## src/rtl/csi_rx_packet_decoder.sv

```systemverilog
// csi_rx_packet_decoder: CSI-2 packet header ECC check, short/long split, payload extraction with CRC-16 strip/check (optional CRC engine: CSI_RX_CRC_EN)
module csi_rx_packet_decoder #(
  parameter logic [5:0] SHORT_DT_MAX = 6'h0F
) (
  input  logic        CLK,
  input  logic        RST_N,
  input  logic        FSYNC,
  input  logic        VALID,
  input  logic [31:0] DIN,
  output logic        FS,
  output logic        FE,
  output logic        LS,
  output logic        LE,
  output logic        HDR_VALID,
  output logic [1:0]  VC,
  output logic [5:0]  DT,
  output logic [15:0] WC,
  output logic        PVALID,
  output logic [31:0] PDATA,
  output logic [3:0]  PBE,
  output logic        PLAST,
  output logic        ECC_ERR,
  output logic        CRC_ERR,
  output logic        PKT_ERR,
  output logic        BUSY
);
  typedef enum logic [1:0] {IDLE, LONG, TAIL} state_t;
  state_t state;
  logic [15:0] rem;
  logic ecc_ok;
  logic [3:0] last_be;
  logic crc_bad;

  function automatic logic [7:0] ecc_calc(input logic [23:0] d);
    ecc_calc = {2'b00, ^(d & 24'hEFFC00), ^(d & 24'hDF03F0), ^(d & 24'hB8E38E),
                ^(d & 24'h749A6D), ^(d & 24'hF2555B), ^(d & 24'hF12CB7)};
  endfunction

  assign ecc_ok = ecc_calc(DIN[23:0]) == DIN[31:24];
  assign last_be = rem >= 16'd4 ? 4'hF : (4'd1 << rem[1:0]) - 4'd1;
  assign BUSY = state != IDLE;

`ifdef CSI_RX_CRC_EN
  logic [15:0] crc, crc_pay, crc_rx;
  logic [7:0] crc_lo;
  logic one_left;
  logic [2:0] pay_n;

  function automatic logic [15:0] crc_upd(input logic [15:0] c, input logic [31:0] d, input logic [2:0] n);
    for (int k = 0; k < 4; k++)
      for (int b = 0; b < 8; b++)
        if (k < int'(n)) c = {1'b0, c[15:1]} ^ ({16{c[0] ^ d[8*k+b]}} & 16'h8408);
    crc_upd = c;
  endfunction

  assign pay_n = state != LONG ? 3'd0 : rem > 16'd4 ? 3'd4 : rem[2:0];
  assign crc_pay = crc_upd(crc, DIN, pay_n);
  assign crc_rx = state == TAIL ? (one_left ? {DIN[7:0], crc_lo} : DIN[15:0])
                                : (rem == 16'd1 ? DIN[23:8] : DIN[31:16]);
  assign crc_bad = crc_pay != crc_rx;

  // Running CRC over payload bytes plus the split-CRC bookkeeping for the TAIL word
  always_ff @(posedge CLK or negedge RST_N) begin
    if (!RST_N) begin
      crc <= 16'hFFFF;
      crc_lo <= 8'h00;
      one_left <= 1'b0;
    end else if (VALID) begin
      crc <= FSYNC ? 16'hFFFF : crc_pay;
      crc_lo <= DIN[31:24];
      one_left <= !FSYNC && state == LONG ? rem == 16'd3 : FSYNC ? 1'b0 : one_left;
    end
  end
`else
  assign crc_bad = 1'b0;
`endif

  // Packet state machine with registered strobes and payload outputs
  always_ff @(posedge CLK or negedge RST_N) begin
    if (!RST_N) begin
      state <= IDLE;
      rem <= 16'd0;
      {FS, FE, LS, LE, HDR_VALID, PVALID, PLAST, ECC_ERR, CRC_ERR, PKT_ERR} <= '0;
      VC <= '0;
      DT <= '0;
      WC <= '0;
      PDATA <= '0;
      PBE <= '0;
    end else begin
      {FS, FE, LS, LE, HDR_VALID, PVALID, PLAST, ECC_ERR, CRC_ERR, PKT_ERR} <= '0;
      if (VALID && FSYNC) begin
        PKT_ERR <= state != IDLE;
        ECC_ERR <= !ecc_ok;
        state <= IDLE;
        if (ecc_ok) begin
          HDR_VALID <= 1'b1;
          VC <= DIN[7:6];
          DT <= DIN[5:0];
          WC <= DIN[23:8];
          FS <= DIN[5:0] == 6'h00;
          FE <= DIN[5:0] == 6'h01;
          LS <= DIN[5:0] == 6'h02;
          LE <= DIN[5:0] == 6'h03;
          rem <= DIN[23:8];
          state <= DIN[5:0] <= SHORT_DT_MAX ? IDLE : DIN[23:8] == 16'd0 ? TAIL : LONG;
        end
      end else if (VALID && state == LONG) begin
        PVALID <= 1'b1;
        PDATA <= DIN;
        PBE <= last_be;
        PLAST <= rem <= 16'd4;
        CRC_ERR <= rem < 16'd3 && crc_bad;
        rem <= rem > 16'd4 ? rem - 16'd4 : 16'd0;
        state <= rem > 16'd4 ? LONG : rem >= 16'd3 ? TAIL : IDLE;
      end else if (VALID && state == TAIL) begin
        CRC_ERR <= crc_bad;
        state <= IDLE;
      end
    end
  end
endmodule
```

## config.mk

```make
export PLATFORM = sky130hd
export DESIGN_NAME = csi_rx_packet_decoder
export DESIGN_NICKNAME = d
export VERILOG_FILES = /design/src/rtl/csi_rx_packet_decoder.sv
export SDC_FILE = /design/constraint.sdc
export NUM_CORES = 1
export LEC_CHECK = 0
export BUFFER_PORTS_ARGS = -buffer_cell sky130_fd_sc_hd__buf_4
export CAP_MARGIN = 40
export CORE_ASPECT_RATIO = 0.7
export CORE_MARGIN = 4
export CORE_UTILIZATION = 54
export DETAILED_ROUTE_END_ITERATION = 12
export PLACE_DENSITY = 0.87
export REMOVE_ABC_BUFFERS = 1
export SYNTH_ARGS = -nofsm -noshare
export SYNTH_HDL_FRONTEND = slang
export SYNTH_SLANG_ARGS = --single-unit
```

## constraint.sdc

```tcl
create_clock -name CLK -period 2.62 [get_ports CLK]
set_input_delay 0.262 -clock CLK [delete_from_list [all_inputs] [get_ports CLK]]
set_output_delay 0.262 -clock CLK [all_outputs]
set_load 0.03 [all_outputs]
```

==> impl_metrics.tcl, run 1 <==
set metrics [dict create \
    outcome "complete, no violations" \
    drt_iter0_drc 326 \
    finalHoldViolCount 0 \
    fin_crit_sh_pct 91.8 \
    dp_hpwl_um 8830 \
    max-slew-margin-rel_pct 47.0 \
    synth_seq_area_share_pct 48.9 \
    layout_setup_ws_ps 215 \
    gr-usage-all-layers_pct 25.3 \
    yosysMostFrequentCell "dfrtp_1" \
    vias 3512 \
    firstDrtPassIters 6 \
    core-area_um2 7940 \
    arrival_ps 2620 \
    setup_viol 0 \
    hold_slack_ps 164 \
    start_util_pct 56.0 \
    synth_cell_types 46 \
    combPwrFrac_pct 31.0 \
    switching_share_pct 32.3 \
    die_h_um 83.9 \
    antenna_found_initial 0 \
    critPathMaxFanout 10 \
    num_rows 27 \
    clk_pin_slew_ps 60 \
    final-instance-count-excl-fill 614 \
    cts_tree "yes" \
    p_per_area_nw_per_um2 734 \
    fmax_ghz 0.416 \
    worst_hold_path_type "in -> reg" \
    post_cts_buffers 0 \
    synth_top_cell_area_share_pct 48.9 \
    wl_um 11800 \
    place.detailed.instances 597 \
    h-tree-depth 3 \
    grt_max_degree 47 \
    clock_skew_ps 7.03 \
    drive_above_1_share_pct 39.2 \
    io_pins 107 \
    synthCells 380 \
    ys_ff_latch 87 \
    wire_per_inst_um 19.3 \
    numCtsBuffers 9 \
    port_buffers 105 \
    cp_data_required_time_ps 2840 \
    cp_common_cell "buf_4" \
    finalSetupTns_ps 0 \
    drt-vias-per-instance 5.72 \
    period_minus_slack_ps 2400 \
    yosys.area.top_type "dfrtp_1" \
    crit_cells 10 \
    synthTopCellsByArea "dfrtp_1 49%, mux2_2 13%, xnor3_1 6.6%, ha_1 5.1%, xnor2_1 3.3%" \
    synth.avg_cell_area_um2 11.7 \
    reg2regPathDepth 7 \
    cts-hold-fix-buffers 1 \
    maxCapViolCount 0 \
    cts_root_buf "clkbuf_16" \
    grt_overflow_total 0 \
    cts_sinks 87 \
    grt_pass1_wl_um 18900 \
    synth_common_cells "87 x dfrtp_1, 50 x mux2_2, 26 x inv_1, 26 x nor2_1, 24 x o21ai_0" \
    setup.worst_path.class "in -> reg" \
    p_int_mw 2.90 \
    pre_cts_ws_ps -120 \
    die_area_um2 9780 \
    clock_latency_ps 340 \
    slowest_delay_ps 480 \
    synthesis.area_um2 4450 \
    drcViolationCount 0 \
    tightest_slew_ps 795 \
    async_flop_share_pct 100 \
    die_w_um 116 \
    ant_nets 0 \
    power_frac_seq_pct 39.0 \
    routabilityCongestion 0.911 \
    final_cell_area_um2 5840 \
    p_total_mw 4.28 \
    cp_top_family "XOR/XNOR gates" \
    postCtsResizedCells 0 \
    antenna_cells 0 \
    rsz0062_at_grt "no" \
    crit_slowest_cell "xnor3_1" \
    critPathCaptureType "flop" \
    area_growth_pct 31.2 \
    path_cells "buf_4, inv_1, ha_1, xnor2_1, xnor3_1, nor3_1, a31o_2, and3_1, buf_4, mux2_2" \
    whs_path_depth 2 \
    synthFlopType "dfrtp_1" \
    critPathBufInv 3 \
    place_area_um2 5530 \
    peakVddDrop_v 0.000596 \
    utilization_pct 73.5 \
    clockBufferDepth 2 \
    synth_edf_count 0 \
    power.switching_mw 1.38 \
    yosysWarningCount 0 \
    leakagePower_nw 3.15 \
    grt_pass1_vias 3500 \
    slew_violations 0 \
    start_kind "input pin" \
    power_frac_clock_pct 30.0 \
    fin_nets 562 \
]
-- path summary, 6_finish.rpt --
| path | start | to | slack [ps] |
|---|---|---|---|
| min in group asynchronous | RST_N | PDATA[17] | 440 |
| setup / recovery | DIN[22] | DT[2] | 220 |
| hold / removal | DIN[31] | PDATA[31] | 160 |
| max in group asynchronous | RST_N | PDATA[4] | 1550 |
| setup reg to reg | rem[9] | rem[11] | 230 |
| hold reg to reg | WC[8] | WC[8] | 500 |
-- kinds of logic after synthesis --
group                      Yosys count  share of synthesized area [%]
DFF                                 87                           48.9
and+or+nand+nor                     85                           9.93
AOI/OAI and AO/OA                   59                           7.68
muxes                               55                           13.9
buffers and inverters               42                           3.91
xor gates and xnor gates            33                           10.5
adders and majority gates           18                           5.06
other                                1                         0.0843
-- metal layers --
metal	up-vias	track usage, %	part of all wire, %
met5	-	0	0
met4	0	7.17	1.7
met3	21	8.19	10
met2	185	35.3	42
met1	1717	37.5	45
li1	1589	-	-
-- state kept, by name, indices dropped and copies added, names as in the netlist, 2 cells and up --
name / count
PDATA: 32
WC: 16
rem: 16
DT: 6
PBE: 4
VC: 2
state: 2
-- area by class of cell --
class,instances,area (um2)
inverter,26,97.6
timing repair buffer,133,1040
fill,550,2100
multi-input combinational,251,2100
clock buffer,13,250
sequential,87,2180
clock inverter,3,42.5
tap,101,126
-- layout by cell type (no fill, tap or decap), types with 2 or more instances in the layout --
cell / count
or2_2: 3
and3_1: 4
o21ai_0: 24
and2_1: 3
buf_4: 129
nor4b_1: 2
nand2_1: 13
o2bb2ai_1: 2
nand4_1: 2
dfrtp_1: 87
nor3_1: 11
and4_1: 4
xnor3_1: 13
clkbuf_16: 9
nand2b_1: 2
ha_1: 18
a32oi_1: 2
nand3_1: 4
xnor2_1: 17
mux2_2: 50
clkbuf_1: 3
nor4_1: 5
xor2_1: 3
mux2_1: 4
buf_12: 3
inv_1: 26
a21oi_1: 20
nor2_1: 26
-- power groups by stage --
stage               Combinational, mW  Sequential, mW  Clock, mW
detailed placement               1.33            1.69          0
floorplan                       0.485            2.00          0
CTS                              1.33            1.67       1.30
global placement                 1.29            1.68          0
global route                     1.42            1.70       1.35
finish                           1.33            1.67       1.28
Note: power is estimated with default switching activity, not from simulation.
==> inputs of run 2 (changes only) <==
- CORE_ASPECT_RATIO: 0.7 -> 1.2
- SLEW_MARGIN: not set -> 40
==> run 2 against run 1 <==
- flip-flop and latch count did not move
- sequential share of layout area rose by 0.47 points
- non-clock buffer count rose by 1
- clock power fell by 17%
- via count fell by 1.3%
- design area fell by 1.2%
- cell count fell by 0.81%
- worst hold slack got worse by 24 ps
- die area fell by 0.18%
- sequential power barely moved
- combinational power barely moved
- critical endpoint is now rem[14]
==> impl_metrics.tcl, run 2 (synthesized netlist as in run 1, its figures left out) <==
set metrics [dict create \
    grt_overflow_total 0 \
    fin_crit_sh_pct 90.1 \
    p_per_area_nw_per_um2 702 \
    cts_root_buf "clkbuf_8" \
    critPathCaptureType "flop" \
    regArea_um2 2180 \
    cp_data_required_time_ps 2880 \
    finalHoldViolCount 0 \
    start_kind "flop" \
    clock_skew_ps 14.0 \
    peakVddDrop_v 0.000449 \
    utilization_pct 71.5 \
    core-area_um2 8060 \
    hold_slack_ps 140 \
    worst_hold_path_type "in -> reg" \
    postCtsResizedCells 0 \
    num-fill-cells 557 \
    area_growth_pct 29.5 \
    routabilityCongestion 0.900 \
    slew_violations 0 \
    layout_common_cells "130 x buf_4, 87 x dfrtp_1, 50 x mux2_2" \
    cts_sinks 87 \
    largest-register "PDATA" \
    port_buffers 105 \
    critPathMaxFanout 11 \
    vias 3465 \
    fmax_ghz 0.424 \
    drive_above_1_share_pct 39.7 \
    io_pins 107 \
    layout_setup_ws_ps 260 \
    cts_tree "yes" \
    die_area_um2 9760 \
    drt-vias-per-instance 5.69 \
    ant_nets 0 \
    num_rows 36 \
    post_cts_buffers 0 \
    setup_viol 0 \
    setup.worst_path.class "reg -> reg" \
    fin_nets 563 \
    numCtsBuffers 9 \
    rsz0062_at_grt "no" \
    period_minus_slack_ps 2360 \
    grt_pass1_vias 3483 \
    dp_hpwl_um 8640 \
    grt_pass1_wl_um 18100 \
    multi_input_area_um2 2100 \
    wl_um 11600 \
    antenna_cells 0 \
    clock_latency_ps 370 \
    die_w_um 90.9 \
    gr-usage-all-layers_pct 24.2 \
    pre_cts_ws_ps -62.0 \
    start_util_pct 55.2 \
    leakagePower_nw 3.12 \
    wire_per_inst_um 19.1 \
    firstDrtPassIters 5 \
    clockBufferDepth 2 \
    largest_reg_flops 32 \
    top_regs "PDATA (32), WC (16), rem (16)" \
    clk_pin_slew_ps 90 \
    outcome "complete, no violations" \
    maxCapViolCount 0 \
    drt_iter0_drc 209 \
    drcViolationCount 0 \
    grt_max_degree 55 \
    final_common_cell "buf_4" \
    antenna_found_initial 0 \
    arrival_ps 2620 \
    h-tree-depth 3 \
    die_h_um 107 \
]
## run 2: area by class of cell
| class | instances | share of cell area, % |
|---|---|---|
| Timing Repair Buffer | 134 | 18.2 |
| Sequential cell | 87 | 37.8 |
| Clock inverter | 6 | 1.61 |
| Multi-Input combinational cell | 251 | 36.5 |
| Tap cell | 95 | 2.06 |
| Clock buffer | 10 | 2.21 |
| Inverter | 26 | 1.69 |
## run 2: through the flow
step	std cells	cell area, um2	total power, mW	TNS [ps]
6_report	609	5760	4.05	0
5_1_grt	609	5760	4.22	0
4_1_cts	609	5760	4.07	0
3_5_place_dp	592	5530	3.00	-1070
3_3_place_gp	592	5530	2.96	0
2_1_floorplan	364	4370	2.48	-87810
## run 2: path summary, 6_finish.rpt
check	start	end	slack (ps)	cells after the start
setup / recovery	rem[9]	rem[14]	260	7
hold / removal	DIN[30]	PDATA[30]	140	2
setup reg to reg	rem[9]	rem[14]	260	7
hold reg to reg	WC[7]	WC[7]	500	1
max in group asynchronous	RST_N	WC[5]	1580	3
min in group asynchronous	RST_N	LS	400	2
## run 2: report_power, final
part / switching [mW] / total (mW) / internal (mW)
Sequential: 0.123 / 1.66 / 1.54
Combinational: 0.736 / 1.33 / 0.591
Clock: 0.514 / 1.06 / 0.546
Total: 1.37 / 4.05 / 2.67
## run 2: metal layers
layer	part of all wire (%)	routed length, um	vias to the layer above	global-route usage [%]
li1	-	-	1584	-
met3	5.9	685	24	6.29
met2	51	5940	130	41.3
met1	41	4720	1727	30.0
met4	2.2	255	0	8.41
met5	0	0	-	0
## run 2: timing repair
action                                 4_1_cts  5_1_grt
endpoints found under the hold margin       33        0
setup endpoints to repair                    0        0
hold buffers                                 1        0
## run 2: critical path, cell delays in order, from the launching register on
cell and delay, ps:
dfrtp_1 410, or3_1 440, nor3_1 350, and4b_1 420
or2_2 310, nor4_1 100, a21oi_1 120, o2bb2ai_1 90
